## src/rtl/bool_comp_monitor.sv

```systemverilog
// Stream monitor: HLC latches input events and schedules streams, a 5-stage LLC evaluates them.
// Optional macro BOOL_COMP_DROP_CNT_EN adds a saturating dropped-event counter port.
module bool_comp_monitor #(
    parameter int unsigned PERIOD_CYCLES = 500,
    parameter int          LT_BOUND      = 3,
    parameter int          GT_BOUND      = 3
) (
    input  logic                clk,
    input  logic                rst,
    input  logic                en,
    input  logic                input_a,
    input  logic                new_input_a,
    input  logic                input_b,
    input  logic                new_input_b,
    input  logic signed [7:0]   input_id,
    input  logic                new_input_id,
`ifdef BOOL_COMP_DROP_CNT_EN
    output logic [15:0]         dropped_cnt,
`endif
    output logic                hlc_clock,
    output logic signed [63:0]  hlc_clock_cnt,
    output logic                hlc_a,
    output logic                hlc_b,
    output logic signed [7:0]   hlc_id,
    output logic                hlc_en_lt,
    output logic                hlc_en_gt,
    output logic                hlc_en_neq,
    output logic                hlc_en_not_a,
    output logic                hlc_en_a_impl_b,
    output logic                hlc_en_time_stream,
    output logic signed [63:0]  llc_stage,
    output logic                output_lt,
    output logic                output_gt,
    output logic                output_neq,
    output logic                output_not_a,
    output logic                output_a_impl_b,
    output logic signed [7:0]   output_time_stream,
    output logic                output_lt_aktv,
    output logic                output_gt_aktv,
    output logic                output_neq_aktv,
    output logic                output_not_a_aktv,
    output logic                output_a_impl_b_aktv,
    output logic                output_time_stream_aktv
);

    localparam int unsigned PW = (PERIOD_CYCLES > 1) ? $clog2(PERIOD_CYCLES) : 1;
    localparam logic [PW-1:0] PERIOD_LAST = PW'(PERIOD_CYCLES - 1);

    localparam int unsigned NSTREAM = 6;
    localparam int unsigned IDX_LT  = 0;
    localparam int unsigned IDX_GT  = 1;
    localparam int unsigned IDX_NEQ = 2;
    localparam int unsigned IDX_NA  = 3;
    localparam int unsigned IDX_AIB = 4;
    localparam int unsigned IDX_TS  = 5;

    localparam logic [2:0] ST_S0 = 3'd0;
    localparam logic [2:0] ST_S1 = 3'd1;
    localparam logic [2:0] ST_S2 = 3'd2;
    localparam logic [2:0] ST_S3 = 3'd3;
    localparam logic [2:0] ST_S4 = 3'd4;

    logic [2:0]          stage_q, stage_d;
    logic [PW-1:0]       period_q, period_d;
    logic                tick_q, tick_d;
    logic                busy_q, busy_d;
    logic                hlc_clock_q, hlc_clock_d;
    logic signed [63:0]  cnt_q, cnt_d;
    logic                a_q, a_d;
    logic                b_q, b_d;
    logic signed [7:0]   id_q, id_d;
    logic [NSTREAM-1:0]  sched_q, sched_d;
    logic [NSTREAM-1:0]  aktv_q, aktv_d;
    logic                lt_q, lt_d;
    logic                gt_q, gt_d;
    logic                neq_q, neq_d;
    logic                not_a_q, not_a_d;
    logic                aib_q, aib_d;
    logic signed [7:0]   ts_q, ts_d;
`ifdef BOOL_COMP_DROP_CNT_EN
    logic [15:0]         drop_q, drop_d;
`endif

    logic any_new;
    logic wrap;
    logic accept;
    logic evaluate;

    // Next-state: stage/period advance, event acceptance and stage-4 evaluation
    always_comb begin
        stage_d     = stage_q;
        period_d    = period_q;
        tick_d      = tick_q;
        busy_d      = busy_q;
        hlc_clock_d = 1'b0;
        cnt_d       = cnt_q;
        a_d         = a_q;
        b_d         = b_q;
        id_d        = id_q;
        sched_d     = sched_q;
        aktv_d      = '0;
        lt_d        = lt_q;
        gt_d        = gt_q;
        neq_d       = neq_q;
        not_a_d     = not_a_q;
        aib_d       = aib_q;
        ts_d        = ts_q;
        wrap        = 1'b0;
        accept      = 1'b0;
        evaluate    = 1'b0;
        any_new     = new_input_a | new_input_b | new_input_id;

        if (en) begin
            case (stage_q)
                ST_S0:   stage_d = ST_S1;
                ST_S1:   stage_d = ST_S2;
                ST_S2:   stage_d = ST_S3;
                ST_S3:   stage_d = ST_S4;
                ST_S4:   stage_d = ST_S0;
                default: stage_d = ST_S0;
            endcase
            wrap     = (period_q == PERIOD_LAST);
            period_d = wrap ? '0 : period_q + PW'(1);
            accept   = (stage_q == ST_S0) && (any_new || tick_q);
            evaluate = (stage_q == ST_S4) && busy_q;
        end

        // A wrap on the consuming edge re-arms the tick; back-to-back wraps collapse
        tick_d = wrap | (tick_q & ~accept);

        if (accept) begin
            if (new_input_a)  a_d  = input_a;
            if (new_input_b)  b_d  = input_b;
            if (new_input_id) id_d = input_id;
            sched_d[IDX_LT]  = new_input_id;
            sched_d[IDX_GT]  = new_input_id;
            sched_d[IDX_NEQ] = new_input_a & new_input_b;
            sched_d[IDX_NA]  = new_input_a;
            sched_d[IDX_AIB] = new_input_a & new_input_b;
            sched_d[IDX_TS]  = tick_q;
            hlc_clock_d      = 1'b1;
            cnt_d            = cnt_q + 64'sd1;
            busy_d           = 1'b1;
        end

        if (evaluate) begin
            busy_d = 1'b0;
            aktv_d = sched_q;
            if (sched_q[IDX_LT])  lt_d    = (int'(id_q) < LT_BOUND);
            if (sched_q[IDX_GT])  gt_d    = (int'(id_q) > GT_BOUND);
            if (sched_q[IDX_NEQ]) neq_d   = a_q ^ b_q;
            if (sched_q[IDX_NA])  not_a_d = ~a_q;
            if (sched_q[IDX_AIB]) aib_d   = ~a_q | b_q;
            if (sched_q[IDX_TS])  ts_d    = ts_q + 8'sd1;
        end
    end

`ifdef BOOL_COMP_DROP_CNT_EN
    // Events arriving while the LLC is busy are counted, saturating
    always_comb begin
        drop_d = drop_q;
        if (en && any_new && (stage_q != ST_S0) && (drop_q != 16'hFFFF)) begin
            drop_d = drop_q + 16'd1;
        end
    end

    always_ff @(posedge clk or negedge rst) begin
        if (!rst) begin
            drop_q <= '0;
        end else begin
            drop_q <= drop_d;
        end
    end

    assign dropped_cnt = drop_q;
`endif

    always_ff @(posedge clk or negedge rst) begin
        if (!rst) begin
            stage_q     <= ST_S0;
            period_q    <= '0;
            tick_q      <= 1'b0;
            busy_q      <= 1'b0;
            hlc_clock_q <= 1'b0;
            cnt_q       <= '0;
            a_q         <= 1'b0;
            b_q         <= 1'b0;
            id_q        <= '0;
            sched_q     <= '0;
            aktv_q      <= '0;
            lt_q        <= 1'b0;
            gt_q        <= 1'b0;
            neq_q       <= 1'b0;
            not_a_q     <= 1'b0;
            aib_q       <= 1'b0;
            ts_q        <= '0;
        end else begin
            stage_q     <= stage_d;
            period_q    <= period_d;
            tick_q      <= tick_d;
            busy_q      <= busy_d;
            hlc_clock_q <= hlc_clock_d;
            cnt_q       <= cnt_d;
            a_q         <= a_d;
            b_q         <= b_d;
            id_q        <= id_d;
            sched_q     <= sched_d;
            aktv_q      <= aktv_d;
            lt_q        <= lt_d;
            gt_q        <= gt_d;
            neq_q       <= neq_d;
            not_a_q     <= not_a_d;
            aib_q       <= aib_d;
            ts_q        <= ts_d;
        end
    end

    // Strobes are forced low while the monitor is disabled
    assign hlc_clock               = hlc_clock_q & en;
    assign output_lt_aktv          = aktv_q[IDX_LT]  & en;
    assign output_gt_aktv          = aktv_q[IDX_GT]  & en;
    assign output_neq_aktv         = aktv_q[IDX_NEQ] & en;
    assign output_not_a_aktv       = aktv_q[IDX_NA]  & en;
    assign output_a_impl_b_aktv    = aktv_q[IDX_AIB] & en;
    assign output_time_stream_aktv = aktv_q[IDX_TS]  & en;

    assign hlc_clock_cnt      = cnt_q;
    assign hlc_a              = a_q;
    assign hlc_b              = b_q;
    assign hlc_id             = id_q;
    assign hlc_en_lt          = sched_q[IDX_LT];
    assign hlc_en_gt          = sched_q[IDX_GT];
    assign hlc_en_neq         = sched_q[IDX_NEQ];
    assign hlc_en_not_a       = sched_q[IDX_NA];
    assign hlc_en_a_impl_b    = sched_q[IDX_AIB];
    assign hlc_en_time_stream = sched_q[IDX_TS];
    assign llc_stage          = 64'(stage_q);

    assign output_lt          = lt_q;
    assign output_gt          = gt_q;
    assign output_neq         = neq_q;
    assign output_not_a       = not_a_q;
    assign output_a_impl_b    = aib_q;
    assign output_time_stream = ts_q;

endmodule

```

## config.mk

```make
export PLATFORM = sky130hd
export DESIGN_NAME = bool_comp_monitor
export DESIGN_NICKNAME = d
export VERILOG_FILES = /design/src/rtl/bool_comp_monitor.sv
export SDC_FILE = /design/constraint.sdc
export NUM_CORES = 1
export LEC_CHECK = 0
export CAP_MARGIN = 20
export CORE_MARGIN = 3
export CORE_UTILIZATION = 46
export DETAILED_ROUTE_END_ITERATION = 8
export GPL_ROUTABILITY_DRIVEN = 0
export HOLD_SLACK_MARGIN = 0.15
export PLACE_DENSITY = 0.8
export SLEW_MARGIN = 25
export SYNTH_ARGS = -nofsm -noshare
export SYNTH_HDL_FRONTEND = slang
export SYNTH_SLANG_ARGS = --single-unit
```

## constraint.sdc

```tcl
create_clock -name clk -period 2.8 [get_ports clk]
set_input_delay 0.56 -clock clk [delete_from_list [all_inputs] [get_ports clk]]
set_output_delay 0.56 -clock clk [all_outputs]
set_load 0.005 [all_outputs]
```

Word level (Yosys, flattened, before mapping)
Index checks and enable logic that the tools add are counted.
{ "totals": {"regBits": 114, "input_bits": 16, "out_inout_bits": 164, "wordCells": 66} }
{ "classes": {"bitwise": 16, "n_eq_ne": 5, "reduce_logical": 14, "muxes": 9, "order_cmp": 2, "addsub": 3} }
{ "ops": {"columns": ["operator", "n"], "rows": [
  ["64-bit by 2-bit adder with 64-bit output, second input constant", 1],
  ["2-bit AND reduction", 9],
  ["3-bit one-hot mux with 4 select lines", 1],
  ["9-bit by 1-bit adder with 9-bit output, second input constant", 1],
  ["1-bit bitwise AND", 9],
  ["9-bit equality test, second input constant", 1],
  ["9-bit 2-to-1 mux", 1],
  ["8-bit by 2-bit adder with 8-bit output, second input constant", 1],
  ["8-bit by 3-bit > comparator with 1-bit output, second input constant", 1],
  ["8-bit by 3-bit less-than comparator with 1-bit output, second input constant", 1],
  ["3-bit by 2-bit equality test with 1-bit output, second input constant", 2],
  ["1-bit 2-to-1 mux", 6],
  ["6-bit 2-to-1 mux", 1],
  ["1-bit OR", 4],
  ["3-bit by 1-bit equality test with 1-bit output, second input constant", 1],
  ["3-bit equality test, second input constant", 1],
  ["3-bit zero test", 1],
  ["1-bit logical AND", 2],
  ["1-bit NOT", 2],
  ["2-bit nonzero test", 1],
  ["1-bit logical OR", 1],
  ["1-bit bitwise XOR", 1]
]} }

Logic depth before layout (Yosys ltp)
{ "logic_depth": {"ltp_word": 8, "ltp_mapped": 8} }

Least setup slack after synthesis
No wires, ideal clock.
{ "synth_timing": {"kind": "input-to-reg", "start": "in en", "end": "reg cnt_q[45] (netlist: hlc_clock_cnt[45])", "setup_slack_ps": 611, "setup_ps": 79, "arrival_ps": 2110, "required_time_ps": 2721, "cell_stages": 8, "path_buffers": 3, "path_cell_list": "buf_2 -> nor4b_4 -> and4_1 -> buf_6 -> nand4_4 -> buf_6 -> nor4_4 -> xor2_1"} }
{ "synth_between": {"elab_chain_cells": 1} }
{ "synth_rtl": {"columns": ["element", "line_no", "text"], "rows": [
  ["start: declaration", "10", "input logic en,"],
  ["1-bit 2-to-1 mux", "113", "if (en) begin"],
  ["end signal: assignment", "203", "cnt_q <= cnt_d;"],
  ["end: declaration", "68", "logic signed [63:0] cnt_q, cnt_d;"]
]} }
Every way passes these cells.
A chain may end at the register's enable or synchronous reset.

Worst setup path in the final report
{ "layout_timing": {"start": "in en", "end": "out output_a_impl_b_aktv"} }
{ "layout_between": {"elab_chain_cells": 1} }
{ "layout_rtl": {"columns": ["element", "line_no", "text"], "rows": [
  ["1-bit bitwise AND", "224", "assign output_a_impl_b_aktv = aktv_q[IDX_AIB] & en;"],
  ["end: declaration", "42", "output logic output_a_impl_b_aktv,"]
]} }
Every way passes these cells.

==> impl_metrics.py <==
metrics = {
    "cts": {
        "numCtsBuffers": 9,
        "htreeDepth": 3,
        "post_cts_buffers": 0,
        "cts_root_buf": "clkbuf_16",
        "ctsResizeCount": 0,
        "cts_hold_buf": 0,
        "cts_tree": "yes",
        "cts_sinks": 110,
        "clkLatencyLatePin_ns": 0.35,
        "path_clk_slew_ns": 0.08,
        "clockBufferDepth": 2,
    },
    "floorplanning": {
        "die_w_um": 115.3,
        "io_pins": 180,
        "core_um2": 11560,
        "fp-row-count": 39,
        "initial_core_util_pct": 47.53,
        "dieHeight_um": 115.3,
        "die_area_um2": 13300,
    },
    "finish": {
        "n_antenna_cell": 0,
        "final-seq-area_um2": 2753,
        "nFillCells": 979,
        "multi_input_area_um2": 2382,
        "mostFrequentLayoutCells": "clkdlybuf4s50_1, dfrtp_1, conb_1",
        "fin_nets": 673,
        "drive_gt1_share_pct": 9.119,
        "layout_commonest_cell": "clkdlybuf4s50_1",
        "area_growth_pct": 26.70,
    },
    "timing": {
        "hold_viol_final": 0,
        "clock.fmax_ghz": 0.3984,
        "rsz0062_at_grt": "no",
        "worst_pin_slew_ns": 0.6551,
        "setup_viol": 0,
        "clock_skew_ns": 0.01215,
        "finalCritPeriodShare_pct": 89.65,
        "setup_tns_ns": 0,
        "maxSlewViolCount": 0,
        "relSlewSlack_pct": 55.99,
        "period_needed_ns": 2.510,
    },
    "power": {
        "ir_drop_mv": 0.4746,
        "p_per_area_nw_per_um2": 608.3,
        "finalPower_mw": 4.236,
        "p_leak_nw": 3.277,
    },
    "place": {
        "io_buffers": 118,
        "hpwlAfterDp_um": 9331,
    },
    "critical_path": {
        "crit_fanout": 16,
        "cpMostUsedCell": "clkdlybuf4s50_1",
        "slowest_stage": "clkdlybuf4s50_1",
        "criticalPathCategory": "in -> out",
        "cpPeakStageDelay_ns": 0.51,
        "cp.required_ns": 2.24,
        "cp_cell_sequence": "clkdlybuf4s50_1 -> buf_4 -> and2_1 -> clkdlybuf4s50_1",
        "worstSetupEndpointType": "output port",
        "crit_family": "buffers and inverters",
        "critical_path_buf_inv_count": 3,
        "cp-start-kind": "input pin",
        "worstPathArrival_ns": 1.95,
    },
    "yosys": {
        "ys_warn_count": 0,
        "synth_flop_cell": "dfrtp_1",
        "synth-seq-cells": 110,
        "mappedNetlistArea_um2": 5497,
        "syn_inst": 519,
        "syn_avg_cell_area_um2": 10.59,
        "synth_cell_type_count": 41,
        "synth_edf_count": 0,
        "ys_seq_area_share_pct": 50.08,
        "synth-async-reset-ratio_pct": 100.0,
    },
    "drt": {
        "vias": 4156,
        "dr.pass1.iters": 4,
        "ant_nets": 0,
        "avgViaCountPerCell": 5.189,
        "wl_per_cell_um": 15.34,
        "drtIter0Drc": 270,
        "drc_errors": 0,
        "wl_um": 12290,
    },
    "grt": {
        "grt_first_pass_wirelength_um": 20390,
        "grt_max_degree": 53,
        "antenna_found_initial": 0,
        "gr-total-overflow": 0,
        "grt_use_total_pct": 18.97,
        "grt_pass1_vias": 4056,
    },
    "status": {
        "outcome": "finished, final reports clean",
    },
    "hold_path": {
        "holdCritPathClass": "in -> async",
    },
    "run": {
        "maxCapViolations": 0,
    },
}
path summary, 6_finish.rpt:
check | slack [ns] | to | depth (start not counted) | from
max | 0.29 | output_a_impl_b_aktv | 4 | en
min | 0.23 | hlc_id[2] | 1 | rst
max reg2reg | 0.50 | hlc_clock_cnt[45] | 6 | hlc_clock_cnt[9]
min reg2reg | 0.47 | output_time_stream[7] | 1 | output_time_stream[7]
max in group asynchronous | 1.87 | hlc_clock_cnt[14] | 2 | rst
min in group clk | 0.47 | output_time_stream[7] | 1 | output_time_stream[7]
report_power, final:
group / switching [mW] / internal (mW)
Combinational: 0.367 / 0.553
Clock: 0.618 / 0.628
Sequential: 0.247 / 1.82
cells by family after synthesis:
logic type	count (synthesis)	synth area share, %
buffers and inverters	85	10.68
AO/OA/AOI/OAI	17	1.799
flip-flops	110	50.08
XOR/XNOR	75	11.95
other	1	0.06822
adder cells (fa/ha/maj)	4	0.9106
AND/OR/NAND/NOR	214	21.88
multiplexers	13	2.641
cell type report:
class / instances / area share [%]
flip-flops and latches: 110 / 39.53
well taps: 143 / 2.569
multi-input cells: 384 / 34.21
repair buffers: 133 / 18.72
inverters: 15 / 0.8085
clock buffers: 9 / 3.234
clock inverters: 7 / 0.9342
Yosys cell counts (2+ instances only):
library cell | instances | area (um^2)
inv_1 | 15 | 56.30
nand2_1 | 58 | 217.7
ha_1 | 4 | 50.05
or3_1 | 4 | 25.02
and3_1 | 9 | 56.30
buf_6 | 3 | 33.78
nor2_1 | 30 | 112.6
xor2_1 | 42 | 367.9
nor3_2 | 2 | 20.02
mux2_2 | 12 | 135.1
o21ai_0 | 8 | 40.04
nor3_1 | 21 | 105.1
xnor2_1 | 33 | 289.0
a21oi_1 | 4 | 20.02
nor4_1 | 10 | 62.56
nor4_2 | 3 | 37.54
nor4b_2 | 2 | 30.03
buf_4 | 65 | 488.0
dfrtp_1 | 110 | 2753
and4_1 | 5 | 43.79
nand3_1 | 25 | 125.1
and2_1 | 7 | 43.79
nand4_4 | 2 | 42.54
nand4_1 | 28 | 175.2
layer usage:
layer  track usage (%)  wire length (um)  vias up
met3             4.211               958       14
met5                 0                 0        -
met2             31.10              6024      170
met1             25.64              5154     2052
met4             5.008               148        0
li1                  -                 -     1920
through the flow:
stage / std cells / instance area, um^2 / setup slack (ns) / util [%] / hold WS (ns)
4_1_cts: 801 / 6964 / 0.2823 / 60.22 / 0.2595
2_1_floorplan: 579 / 5722 / 0.6112 / - / 0.2644
3_5_place_dp: 785 / 6674 / 0.1019 / 57.71 / 0.4580
3_3_place_gp: 785 / 6674 / 0.1749 / 57.71 / 0.4574
5_1_grt: 801 / 6964 / 0.2085 / 60.22 / 0.2859
6_report: 801 / 6964 / 0.2899 / 60.22 / 0.2335
sequential cells by signal, summed over array words and instances, names as in the netlist:
name,flops
tick_q,1
output_a_impl_b,1
aktv_q,4
output_not_a,1
hlc_clock_cnt,64
output_lt,1
busy_q,1
hlc_clock_q,1
hlc_a,1
hlc_b,1
hlc_id,8
stage_q,3
output_gt,1
sched_q,4
period_q,9
output_neq,1
output_time_stream,8
Note: power is estimated with default switching activity, not from simulation.
